<file path="config.mk">
export PLATFORM = sky130hd
export DESIGN_NAME = serial_add_seq
export DESIGN_NICKNAME = d
export VERILOG_FILES = /design/src/rtl/serial_add_pkg.sv /design/src/rtl/half_adder_cell.sv /design/src/rtl/serial_add_seq.sv
export SDC_FILE = /design/constraint.sdc
export NUM_CORES = 1
export LEC_CHECK = 0
export BUFFER_PORTS_ARGS = -buffer_cell sky130_fd_sc_hd__buf_2
export CORE_ASPECT_RATIO = 1.5
export CORE_MARGIN = 2
export CORE_UTILIZATION = 52
export CTS_CLUSTER_SIZE = 20
export DETAILED_ROUTE_END_ITERATION = 10
export HOLD_SLACK_MARGIN = 0.15
export PLACE_DENSITY = 0.75
export SLEW_MARGIN = 15
export SYNTH_ARGS = -nofsm -noshare
export SYNTH_HDL_FRONTEND = slang
export SYNTH_SLANG_ARGS = --single-unit
export TNS_END_PERCENT = 1
</file>
<file path="constraint.sdc">
create_clock -name clk -period 1.76 [get_ports clk]
set_clock_uncertainty 0.2 [all_clocks]
set_input_delay 0.176 -clock clk [delete_from_list [all_inputs] [get_ports clk]]
set_output_delay 0.176 -clock clk [all_outputs]
set_load 0.1 [all_outputs]
</file>
<file path="src/rtl/serial_add_pkg.sv">
// Shared types and helpers for the bit-serial add sequencer.
// State encoding constants, FSM state type and counter sizing.
package serial_add_pkg;

    localparam int unsigned STATE_W = 2;

    localparam logic [STATE_W-1:0] ENC_IDLE = 2'd0;
    localparam logic [STATE_W-1:0] ENC_RUN  = 2'd1;
    localparam logic [STATE_W-1:0] ENC_DONE = 2'd2;

    typedef enum logic [STATE_W-1:0] {
        IDLE = ENC_IDLE,
        RUN  = ENC_RUN,
        DONE = ENC_DONE
    } seq_state_t;

    // Bit counter width: clog2(width), never narrower than one bit.
    function automatic int unsigned cnt_w(input int unsigned width);
        return (width <= 2) ? 1 : $clog2(width);
    endfunction

endpackage

</file>
<file path="src/rtl/half_adder_cell.sv">
// One-bit half adder; two of these plus an OR form the serial full-adder slice.
module half_adder_cell (
    input  logic a,
    input  logic b,
    output logic s,
    output logic c
);

    assign s = a ^ b;
    assign c = a & b;

endmodule

</file>
<file path="src/rtl/serial_add_seq.sv">
// Bit-serial adder: WIDTH-bit operands are summed LSB-first, one bit per clock.
// Optional macro SERIAL_SUB_EN adds subtraction (A + ~B + 1) selected by op_sub.
module serial_add_seq
    import serial_add_pkg::*;
#(
    parameter int unsigned WIDTH = 8
) (
    input  logic             clk,
    input  logic             rst,
    input  logic             in_valid,
    output logic             in_ready,
    input  logic [WIDTH-1:0] op_a,
    input  logic [WIDTH-1:0] op_b,
    input  logic             op_sub,
    output logic             res_valid,
    input  logic             res_ready,
    output logic [WIDTH-1:0] res_sum,
    output logic             res_cout,
    output logic             busy
);

    localparam int unsigned CW = cnt_w(WIDTH);

    seq_state_t       state_q;
    seq_state_t       state_d;
    logic [WIDTH-1:0] a_q;
    logic [WIDTH-1:0] b_q;
    logic [WIDTH-1:0] sum_q;
    logic             carry_q;
    logic [CW-1:0]    cnt_q;

    logic             accept_c;
    logic             take_c;
    logic             last_bit_c;
    logic [WIDTH-1:0] b_load_c;
    logic             carry_load_c;
    logic [WIDTH-1:0] sum_next_c;

    logic ha0_s;
    logic ha0_c;
    logic ha1_s;
    logic ha1_c;
    logic bit_s;
    logic bit_c;

    // Full-adder slice on the current LSBs and the running carry.
    half_adder_cell u_ha0 (
        .a (a_q[0]),
        .b (b_q[0]),
        .s (ha0_s),
        .c (ha0_c)
    );

    half_adder_cell u_ha1 (
        .a (ha0_s),
        .b (carry_q),
        .s (ha1_s),
        .c (ha1_c)
    );

    assign bit_s = ha1_s;
    assign bit_c = ha0_c | ha1_c;

`ifdef SERIAL_SUB_EN
    // Two's-complement subtract: invert B and inject a carry of one.
    assign b_load_c     = op_sub ? ~op_b : op_b;
    assign carry_load_c = op_sub;
`else
    logic unused_op_sub;
    assign unused_op_sub = op_sub;
    assign b_load_c      = op_b;
    assign carry_load_c  = 1'b0;
`endif

    assign accept_c   = in_valid & in_ready;
    assign take_c     = res_valid & res_ready;
    assign last_bit_c = (cnt_q == CW'(WIDTH - 1));
    assign sum_next_c = (sum_q >> 1) | (WIDTH'(bit_s) << (WIDTH - 1));

    always_comb begin
        state_d = state_q;
        case (state_q)
            IDLE:    if (accept_c)   state_d = RUN;
            RUN:     if (last_bit_c) state_d = DONE;
            DONE:    if (take_c)     state_d = IDLE;
            default:                 state_d = IDLE;
        endcase
    end

    // State and datapath; operands shift out LSB-first, sum shifts in at the MSB.
    always_ff @(posedge clk or posedge rst) begin
        if (rst) begin
            state_q <= IDLE;
            a_q     <= '0;
            b_q     <= '0;
            sum_q   <= '0;
            carry_q <= 1'b0;
            cnt_q   <= '0;
        end else begin
            state_q <= state_d;
            case (state_q)
                IDLE: begin
                    if (accept_c) begin
                        a_q     <= op_a;
                        b_q     <= b_load_c;
                        carry_q <= carry_load_c;
                        cnt_q   <= '0;
                    end
                end
                RUN: begin
                    a_q     <= a_q >> 1;
                    b_q     <= b_q >> 1;
                    carry_q <= bit_c;
                    sum_q   <= sum_next_c;
                    cnt_q   <= cnt_q + CW'(1);
                end
                default: ;
            endcase
        end
    end

    // Handshake/status flags registered from the next state.
    always_ff @(posedge clk or posedge rst) begin
        if (rst) begin
            in_ready  <= 1'b1;
            res_valid <= 1'b0;
            busy      <= 1'b0;
        end else begin
            in_ready  <= (state_d == IDLE);
            res_valid <= (state_d == DONE);
            busy      <= (state_d != IDLE);
        end
    end

    assign res_sum  = sum_q;
    assign res_cout = carry_q;

endmodule
</file>
==> impl_metrics.env <==
export IMPL_met2_length_um=1670
export IMPL_nets=202
export IMPL_place_ws_ps=132
export IMPL_cp_endpoint="in_ready"
export IMPL_cp_data_arrival_time_ps=1270
export IMPL_die_area_sq_um=3160
export IMPL_area_delta_synth_final_pct=34.2
export IMPL_final_cell_mix="dfrtp_1 (31), buf_2 (31), nand2_1 (23)"
export IMPL_rr_startpoint="in_ready"
export IMPL_rows=23
export IMPL_crit_path_start="in_ready"
export IMPL_grt_first_pass_wirelength_um=4740
export IMPL_r2r_cells=3
export IMPL_fin_cells=216
export IMPL_port_buffers=31
export IMPL_slew_viol_final=0
export IMPL_reg2reg_slack_ps=160
export IMPL_timing_slew_headroom_pct=66.3
export IMPL_hold_violations=0
export IMPL_max_slew_worst_pin_slew_ps=506
export IMPL_tns_ps=0
export IMPL_cts_tree="done"
export IMPL_avgSynthCellArea_sq_um=11.5
export IMPL_cts_reportedPaths_clkPinSlew_ps=70
export IMPL_crit_family="flip-flops"
export IMPL_antenna_cells=0
export IMPL_cp_max_fo=4
export IMPL_gp_congestion=0.700
export IMPL_rsz0062_at_grt="false"
export IMPL_wl_per_cell_um=13.8
export IMPL_fmax_mhz=608
export IMPL_hpwl_um=1910
export IMPL_routed_via_count=1106
export IMPL_drive_gt1_share_pct=31.8
export IMPL_worstSetupPathType="reg2out"
export IMPL_r2r_end="b_q[1]"
export IMPL_post_route_period_util_pct=93.5
export IMPL_groute_usage_overall_pct=21.8
export IMPL_met3_length_um=98
export IMPL_max_stage_delay_ps=560
export IMPL_numCtsBuffers=5
export IMPL_placed_area_sq_um=1620
export IMPL_outcome="completed"
export IMPL_chipHeight_um=67.8
export IMPL_detail_route_wirelength_um=2980
export IMPL_clock_latency_ps=290
export IMPL_setup_viol=0
export IMPL_worst_slack_ps=114
export IMPL_drc=0
export IMPL_seq_area_frac_synth_pct=58.5
export IMPL_drtAntennaViolNets=0
export IMPL_antenna_found_initial=0
export IMPL_cts_root_buf="clkbuf_8"
export IMPL_ys_ff_latch=33
export IMPL_synth_nets=147
export IMPL_worstSetupPathDepth=1
export IMPL_critPathLaunchType="register"
export IMPL_vias_per_cell=5.12
export IMPL_syn_area_sq_um=1410
export IMPL_synth_distinct_cells=23
export IMPL_drtIter0Drc=20
export IMPL_drt_first_pass_iters=4
export IMPL_htree_levels=2
export IMPL_dp_cells=189
export IMPL_ys_warn_count=0
export IMPL_min_path_type="in2async"
export IMPL_min_period_ps=1650
export IMPL_highest_layer="met4"
export IMPL_cts_setup_buffers=0
export IMPL_required_ps=1380
export IMPL_initial_core_util_pct=53.9
export IMPL_pin_count=33
export IMPL_wl_met1_um=1150
export IMPL_path_cells="buf_2"
export IMPL_overflow=0
export IMPL_die_width_um=46.6
export IMPL_cap_violations=0
export IMPL_worstSetupEndpointType="output pin"
export IMPL_crit_buf_inv=1
export IMPL_crit_slowest_cell="dfstp_2"
export IMPL_grt_max_degree=23
export IMPL_fin_area_sq_um=1900
export IMPL_core_area_sq_um=2620
export IMPL_synthCells=123
export IMPL_cts_max_path_buffers=2
export IMPL_clock_sinks=33
export IMPL_grt_pass1_vias=1075
## metrics by stage
| step | hold slack (ps) | utilization [%] |
|---|---|---|
| after global placement | 19.5 | 61.7 |
| after floorplan | 104 | - |
| after detailed placement | 34.1 | 61.7 |
| after global routing | 308 | 72.4 |
| after CTS | 257 | 72.2 |
| final | 255 | 72.4 |
## sequential cells by signal (all words and copies together), names as in the netlist
| register | cells |
|---|---|
| res_sum | 8 |
| res_valid | 1 |
| busy | 1 |
| a_q | 8 |
| state_q | 2 |
| res_cout | 1 |
| cnt_q | 3 |
| b_q | 8 |
| in_ready | 1 |
## synthesized netlist by cell type (all sizes together)
library cell	instances	share of area, %
fa	1	1.4
or2b	1	0.53
and2b	1	0.53
a222oi	2	1.4
buf	6	3.0
nor2	5	1.3
nand3b	1	0.53
inv	10	2.7
a21oi	3	1.1
and4bb	1	1.2
dfstp	1	1.9
or2	2	0.89
o21ai	1	0.35
nand2b	11	4.9
o221a	10	8.0
nor2b	1	0.44
a22o	6	3.7
a221oi	2	1.2
ha	2	1.8
nand2	23	6.1
o22ai	1	0.44
dfrtp	32	57
## worst register-to-register path, delay by kind of cell, from the launching register on
| kind | cells | cell delay, ps |
|---|---|---|
| AOI/OAI and AO/OA | 2 | 410 |
| DFF | 1 | 560 |
| and+or+nand+nor | 1 | 340 |
## final cells by class
type                       instances  area, sq um
sequential                        33          828
fill                             210          723
multi-input combinational         74          509
timing repair buffer              54          388
clock buffer                       5         68.8
tap                               37         46.3
inverter                          10         37.5
clock inverter                     3         17.5
## repair_timing
action	in CTS	in global routing
endpoints found under the setup margin	0	1
hold buffers	19	0
endpoints found under the hold margin	53	0
resized for setup	0	1
## how the worst min path moves through the flow
stage / startpoint / to / slack (ps) / cells after the start
after global routing: rst / a_q[2] / 310 / 3
after detailed placement: rst / res_valid / 30 / 2
after global placement: rst / res_valid / 20 / 2
after CTS: rst / a_q[2] / 260 / 3
final: rst / a_q[2] / 260 / 3
after floorplan: rst / a_q[0] / 100 / 1
## metal layers
layer | vias to the layer above | GRT usage (%)
met1 | 540 | 22.3
met3 | 7 | 6.60
met2 | 28 | 39.8
li1 | 531 | -
met4 | 0 | 8.21
met5 | - | 0
## logic make-up (layout without fill, tap and decap cells)
group,Yosys count,in the layout,share of synthesized area (%)
flip-flops,33,33,58.5
buffers and inverters,16,72,5.67
adder cells (fa/ha/maj),3,3,3.19
AND/OR/NAND/NOR,46,46,16.4
AO/OA/AOI/OAI,25,25,16.2
Power is left out: the tool's default activity adds up to more than one toggle a clock period on the data nets, which glitch-free logic cannot reach.
